<file path="config.mk">
export PLATFORM = sky130hd
export DESIGN_NAME = jk_cmd_sequencer_flat
export DESIGN_NICKNAME = d
export VERILOG_FILES = /design/src/rtl/jk_cmd_sequencer_if.sv /design/src/rtl/jk_cmd_sequencer.sv /design/src/flat_wrapper.sv
export SDC_FILE = /design/constraint.sdc
export NUM_CORES = 1
export LEC_CHECK = 0
export ABC_AREA = 1
export CORE_MARGIN = 5
export CORE_UTILIZATION = 52
export DETAILED_ROUTE_END_ITERATION = 16
export GPL_TIMING_DRIVEN = 0
export PLACE_DENSITY_LB_ADDON = 0.2
export SYNTH_ARGS = -nofsm -noshare
export SYNTH_HDL_FRONTEND = slang
export SYNTH_SLANG_ARGS = --single-unit
export TNS_END_PERCENT = 30
</file>
<file path="constraint.sdc">
create_clock -name clk -period 2.1 [get_ports clk]
set_clock_uncertainty 0.15 [all_clocks]
set_input_delay 0.42 -clock clk [delete_from_list [all_inputs] [get_ports clk]]
set_output_delay 0.42 -clock clk [all_outputs]
set_load 0.05 [all_outputs]
</file>
<file path="src/rtl/jk_cmd_sequencer_if.sv">
// Command channel into jk_cmd_sequencer: one {J,K} command plus its hold
// count, transferred when cmd_valid and cmd_ready are both high.
interface jk_cmd_sequencer_if #(
  parameter int HOLD_W = 4
);
  logic              cmd_valid;
  logic              cmd_ready;
  logic [1:0]        cmd_jk;
  logic [HOLD_W-1:0] cmd_hold;

  modport master (output cmd_valid, cmd_jk, cmd_hold, input cmd_ready);
  modport slave  (input cmd_valid, cmd_jk, cmd_hold, output cmd_ready);
endinterface

</file>
<file path="src/rtl/jk_cmd_sequencer.sv">
// Buffers {J,K} commands, plays them onto a downstream jk_ff for their hold
// durations, and checks the returned Q against an internal model.
module jk_cmd_sequencer #(
  parameter int DEPTH  = 8,
  parameter int HOLD_W = 4
) (
  input  logic                   clk,
  input  logic                   rst_n,
  jk_cmd_sequencer_if.slave      cmd,
  output logic                   J,
  output logic                   K,
  input  logic                   q_in,
  output logic                   q_exp,
  output logic                   synced,
  output logic                   mismatch,
  input  logic                   clr_err,
  output logic                   busy,
  output logic [$clog2(DEPTH):0] level
);

  localparam int AW = $clog2(DEPTH);
  localparam logic [AW:0]       LVL_FULL = (AW+1)'(DEPTH);
  localparam logic [AW:0]       LVL_ONE  = (AW+1)'(1);
  localparam logic [AW-1:0]     PTR_ONE  = AW'(1);
  localparam logic [HOLD_W-1:0] CNT_ONE  = HOLD_W'(1);

  typedef enum logic {IDLE, APPLY} state_t;

  typedef struct packed {
    logic [1:0]        jk;
    logic [HOLD_W-1:0] hold;
  } entry_t;

  entry_t            mem [DEPTH];
  entry_t            head;
  logic [AW-1:0]     wr_ptr, rd_ptr;
  logic [HOLD_W-1:0] hold_cnt;
  logic              push, pop, empty, last;
  state_t            state, state_nxt;

  assign empty         = (level == '0);
  assign cmd.cmd_ready = (level != LVL_FULL);
  assign push          = cmd.cmd_valid && cmd.cmd_ready;
  assign head          = mem[rd_ptr];
  assign last          = (hold_cnt == CNT_ONE);

  // NOTE: the storage array carries no reset; emptiness is tracked by level
  // and the pointers, so stale entries are never read after a reset.
  always_ff @(posedge clk) begin
    if (push) mem[wr_ptr] <= {cmd.cmd_jk, cmd.cmd_hold};
  end

  // NOTE: sequential state is always written with <= so every register
  // samples pre-edge values regardless of statement order.
  always_ff @(posedge clk or negedge rst_n) begin
    if (!rst_n) begin
      wr_ptr <= '0;
      rd_ptr <= '0;
      level  <= '0;
    end else begin
      if (push) wr_ptr <= wr_ptr + PTR_ONE;
      if (pop)  rd_ptr <= rd_ptr + PTR_ONE;
      case ({push, pop})
        2'b10:   level <= level + LVL_ONE;
        2'b01:   level <= level - LVL_ONE;
        default: level <= level;
      endcase
    end
  end

  always_ff @(posedge clk or negedge rst_n) begin
    if (!rst_n) state <= IDLE;
    else        state <= state_nxt;
  end

  // NOTE: every always_comb output gets a default first, so no path can
  // leave it unassigned and infer a latch.
  always_comb begin
    state_nxt = state;
    case (state)
      IDLE:    if (!empty)        state_nxt = APPLY;
      APPLY:   if (last && empty) state_nxt = IDLE;
      default: state_nxt = IDLE;
    endcase
  end

  always_comb begin
    pop  = 1'b0;
    busy = 1'b0;
    case (state)
      IDLE: begin
        pop  = !empty;
        busy = !empty;
      end
      APPLY: begin
        pop  = last && !empty;
        busy = 1'b1;
      end
      default: ;
    endcase
  end

  // A pop at the last cycle of a window loads the next command directly,
  // giving back-to-back windows; hold 0 is promoted to 1.
  always_ff @(posedge clk or negedge rst_n) begin
    if (!rst_n) begin
      J        <= 1'b0;
      K        <= 1'b0;
      hold_cnt <= '0;
    end else if (pop) begin
      {J, K}   <= head.jk;
      hold_cnt <= (head.hold == '0) ? CNT_ONE : head.hold;
    end else if (state == APPLY) begin
      if (last) begin
        J        <= 1'b0;
        K        <= 1'b0;
        hold_cnt <= '0;
      end else begin
        hold_cnt <= hold_cnt - CNT_ONE;
      end
    end
  end

  // Model samples the same J/K the flip-flop sees at this edge; the compare
  // uses pre-edge synced so the unknown power-up Q is never checked.
  always_ff @(posedge clk or negedge rst_n) begin
    if (!rst_n) begin
      q_exp    <= 1'b0;
      synced   <= 1'b0;
      mismatch <= 1'b0;
    end else begin
      case ({J, K})
        2'b01:   q_exp <= 1'b0;
        2'b10:   q_exp <= 1'b1;
        2'b11:   q_exp <= ~q_exp;
        default: q_exp <= q_exp;
      endcase
      if (J ^ K) synced <= 1'b1;
      if (clr_err)                      mismatch <= 1'b0;
      else if (synced && q_in != q_exp) mismatch <= 1'b1;
    end
  end

endmodule
</file>
<file path="src/flat_wrapper.sv">
// flat-port wrapper written by rule: the top's interface ports become plain ports
module jk_cmd_sequencer_flat 
#(
  parameter int DEPTH  = 8,
  parameter int HOLD_W = 4
)
  (clk, rst_n, J, K, q_in, q_exp, synced, mismatch, clr_err, busy, level, cmd_cmd_valid, cmd_cmd_jk, cmd_cmd_hold, cmd_cmd_ready);
  jk_cmd_sequencer_if #(.HOLD_W(HOLD_W)) cmd_i ();
  input  logic clk;
  input  logic rst_n;
  output logic J;
  output logic K;
  input  logic q_in;
  output logic q_exp;
  output logic synced;
  output logic mismatch;
  input  logic clr_err;
  output logic busy;
  output logic [$clog2(DEPTH):0] level;
  input wire logic [$bits(cmd_i.cmd_valid)-1:0] cmd_cmd_valid;
  input wire logic [$bits(cmd_i.cmd_jk)-1:0] cmd_cmd_jk;
  input wire logic [$bits(cmd_i.cmd_hold)-1:0] cmd_cmd_hold;
  output wire logic [$bits(cmd_i.cmd_ready)-1:0] cmd_cmd_ready;
  assign cmd_i.cmd_valid = cmd_cmd_valid;
  assign cmd_i.cmd_jk = cmd_cmd_jk;
  assign cmd_i.cmd_hold = cmd_cmd_hold;
  assign cmd_cmd_ready = cmd_i.cmd_ready;
  jk_cmd_sequencer #(.DEPTH(DEPTH), .HOLD_W(HOLD_W)) u_core (.clk(clk), .rst_n(rst_n), .cmd(cmd_i), .J(J), .K(K), .q_in(q_in), .q_exp(q_exp), .synced(synced), .mismatch(mismatch), .clr_err(clr_err), .busy(busy), .level(level));
endmodule
</file>
==> results by group <==
Synth
  – Main flop type after synthesis: sky130_fd_sc_hd__edfxtp_1
  – Share of the yosys chip area belonging to registers: 62.66%
  – Cell variety after synth: 34
  – Syn nets: 311
  – Mean Syn Cell Area: 10.69 um^2
  – Yosys warns: 0
  – Register bit total from synthesis: 68
  – Gate count of the mapped netlist: 290
  – Share of flip-flops with an asynchronous set or reset after synthesis: 29.41%
  – Cell types occupying the most area after synthesis: sky130_fd_sc_hd__edfxtp_1 47%, sky130_fd_sc_hd__dfrtp_1 16%, sky130_fd_sc_hd__nand2_1 7.8%
  – Synth top area share: 46.51%
  – Post-synth design cell area: 3099 um^2
  – Top cell type by total area after synthesis: sky130_fd_sc_hd__edfxtp_1
  – Number of synthesized flops with an enable pin: 48

Global routing
  – Global Route Usage Sum: 17.69%
  – Global-route wire length before repair: 9.922 mm
  – Total congestion overflow after global routing: 0
  – Via count of the first global-routing pass: 1989
  – Antenna violations before repair: 0
  – Pin count of the biggest net entering global routing: 21

Power
  – Sequential power share: 35.9%
  – Share of power burned in combinational logic: 43.0%
  – Largest vdd supply drop: 1.077 mV
  – Fraction of power spent switching nets: 40.52%
  – Net load switching power: 0.002243 W
  – Clk network pwr share: 21.1%
  – Internal portion of total power: 0.003291 W
  – Power consumption: 0.005534 W
  – Pwr dens: 1473 nW/um^2
  – Static Leak: 1.574 nW

Clock tree
  – CTS Buf Count: 9
  – TritonCTS clock tree: done
  – # H-tree levels: 3
  – Maximum number of buffers from clock root to sink: 2
  – # clock sinks: 68
  – Clock input transition at the sequential cells of the worst setup and hold paths: 0.07 ns
  – Worst-skew pair later-pin latency: 0.34 ns
  – Root buffer selected by CTS: sky130_fd_sc_hd__clkbuf_8

Timing
  – Final hold violation count: 0
  – Final clock period utilization by the worst path: 99.35%
  – Final setup violation count: 0
  – Unrepaired setup endpoints after global routing: yes
  – Post-route minimum period: 2.086 ns
  – Worst Max-Slew Pin Slew: 0.9293 ns
  – Post-route setup slack: 0.01368 ns
  – Pins over their slew limit: 0
  – Highest clock rate: 479.3 MHz
  – Worst Hold Slack: 0.3485 ns
  – Slew headroom: 37.85%

Finish
  – Number of nets at the end of the flow: 349
  – Area of combinational cells with multiple inputs: 1031 um^2
  – Register area: 1947 um^2
  – Non-filler cells in the finished layout: 408
  – Diode count: 0
  – Util after Layout: 64.20%
  – Share of final-layout standard cells stronger than drive strength 1: 19.22%
  – Fillers: 462
  – Area growth from synthesis to layout: 21.19%
  – Commonest non-fill, non-tap cell in the layout: sky130_fd_sc_hd__nand2_1
  – Most frequent cells in the layout: 60 x sky130_fd_sc_hd__nand2_1, 48 x sky130_fd_sc_hd__edfxtp_1, 34 x sky130_fd_sc_hd__inv_1

Job
  – Max-capacitance violation count: 0

Die
  – Effective utilization at floorplan: 52.97%
  – Floorplan Core Area: 5851 um^2
  – Cell row count: 28
  – Num ports: 22
  – Width of the die: 87.20 um
  – Chip height: 87.20 um
  – Floorplan die area: 7604 um^2

Routing
  – Routed WL per cell: 15.19 um
  – Routed Wire Length: 6.198 mm
  – Total via count after detailed routing: 2129
  – First-iteration detailed-routing DRC count: 168
  – DRC errors left: 0
  – Drt pass-1 iters: 4
  – Average vias per placed instance: 5.218
  – Antenna-violating nets left: 0

Placement
  – Estimated wirelength of the detail-placed design: 4.114 mm
  – Pre-CTS setup slack: -0.3012 ns
  – IO buf count: 21
  – Post-placement cell count: 386
  – Global placer's final weighted congestion: 0.8326

Setup path
  – Worst EP required: 2.17 ns
  – WP data arrival: 2.16 ns
  – Startpoint kind of the worst setup timing path: flip-flop
  – Critical path class: reg2reg
  – Kind of capture point of the worst setup path: flip-flop
  – Maximum fanout along the worst path: 4

Worst hold path
  – Tightest Hold Check Type: reg2reg

Outcome
  – Outcome: finished clean
[worst max-delay path: stages, from the launching register on]
cell and delay, ns:
sky130_fd_sc_hd__dfrtp_1 0.39, sky130_fd_sc_hd__inv_2 0.10, sky130_fd_sc_hd__ha_4 0.16, sky130_fd_sc_hd__nand2_2 0.06
sky130_fd_sc_hd__nand2_2 0.10, sky130_fd_sc_hd__nand2_4 0.09, sky130_fd_sc_hd__clkinv_8 0.07, sky130_fd_sc_hd__ha_4 0.16
sky130_fd_sc_hd__nand2_2 0.07, sky130_fd_sc_hd__inv_2 0.07, sky130_fd_sc_hd__nor2_4 0.04, sky130_fd_sc_hd__ha_2 0.17
sky130_fd_sc_hd__a21oi_2 0.11, sky130_fd_sc_hd__xor2_1 0.17, sky130_fd_sc_hd__o21ai_1 0.08
[per-layer routing]
layer | global-route usage, % | up-vias | wire length, um
met1 | 24.02 | 1021 | 2804
met2 | 28.43 | 61 | 3023
met3 | 3.217 | 8 | 281
met5 | 0 | - | 0
li1 | - | 1039 | -
met4 | 6.695 | 0 | 88
[flip-flops by register name, indices dropped and copies added (netlist names)]
name,cells
u_core.synced,1
u_core.mismatch,1
u_core.level,4
u_core.mem,48
u_core.state,1
u_core.wr_ptr,3
u_core.K,1
u_core.rd_ptr,3
u_core.q_exp,1
u_core.hold_cnt,4
u_core.J,1
[cell type report]
type / count / share of cell area, %
tap: 75 / 2.498
clock buffer: 9 / 3.298
clock inverter: 7 / 2.432
buffer: 7 / 1.566
sequential: 68 / 51.83
timing repair buffer: 27 / 6.362
multi-input combinational: 174 / 27.45
inverter: 41 / 4.564
[worst paths after layout]
check,from,cells past startpoint,to,slack (ns)
setup / recovery,u_core.hold_cnt[1],14,u_core.level[2],0.01
hold / removal,u_core.synced,1,u_core.synced,0.35
setup reg to reg,u_core.hold_cnt[1],14,u_core.level[2],0.01
hold reg to reg,u_core.synced,1,u_core.synced,0.35
max in group asynchronous,rst_n,1,u_core.level[3],0.72
min in group asynchronous,rst_n,1,u_core.wr_ptr[2],0.45
[synth_stat cells (2+ instances only)]
library cell and n:
sky130_fd_sc_hd__dfrtp_1 20, sky130_fd_sc_hd__inv_2 2, sky130_fd_sc_hd__xor2_1 8, sky130_fd_sc_hd__buf_6 3
sky130_fd_sc_hd__nand2_1 64, sky130_fd_sc_hd__inv_1 36, sky130_fd_sc_hd__nor2_1 19, sky130_fd_sc_hd__o221ai_1 4
sky130_fd_sc_hd__ha_1 10, sky130_fd_sc_hd__buf_4 2, sky130_fd_sc_hd__a21oi_1 6, sky130_fd_sc_hd__buf_2 2
sky130_fd_sc_hd__nand3_1 28, sky130_fd_sc_hd__edfxtp_1 48, sky130_fd_sc_hd__o21ai_0 13, sky130_fd_sc_hd__nor2_2 4
sky130_fd_sc_hd__o21ai_1 4
[through the flow]
step                      setup TNS (ns)  instance area [um^2]
after floorplan                 -0.06595                  3146
after global placement            -9.817                  3450
after detailed placement          -10.85                  3450
after CTS                        -0.1881                  3687
after global routing             -0.2062                  3756
final                                  0                  3756
[power by group through the flow]
stage / sequential (W) / clock (W) / combinational [W]
after floorplan: 0.00221 / 0 / 0.00143
after global placement: 0.00201 / 0 / 0.00219
after detailed placement: 0.00202 / 0 / 0.00223
after CTS: 0.00199 / 0.00118 / 0.00225
after global routing: 0.00203 / 0.00126 / 0.00261
final: 0.00198 / 0.00117 / 0.00238
[cells by family after synthesis]
group	count (synthesis)	share of synthesized area (%)
compound gates	33	6.621
xor+xnor	9	2.544
fa+ha+maj	10	4.037
buf+inv	48	7.105
flops	68	62.66
simple gates	122	17.04
[what timing repair did]
item	CTS	global route
endpoints found under the setup margin	12	10
gates resized for setup	17	14
hold buffers	0	0
gates cloned	0	0
pin swaps	0	6
buffers inserted	1	5
Note: power is estimated with default switching activity, not from simulation.
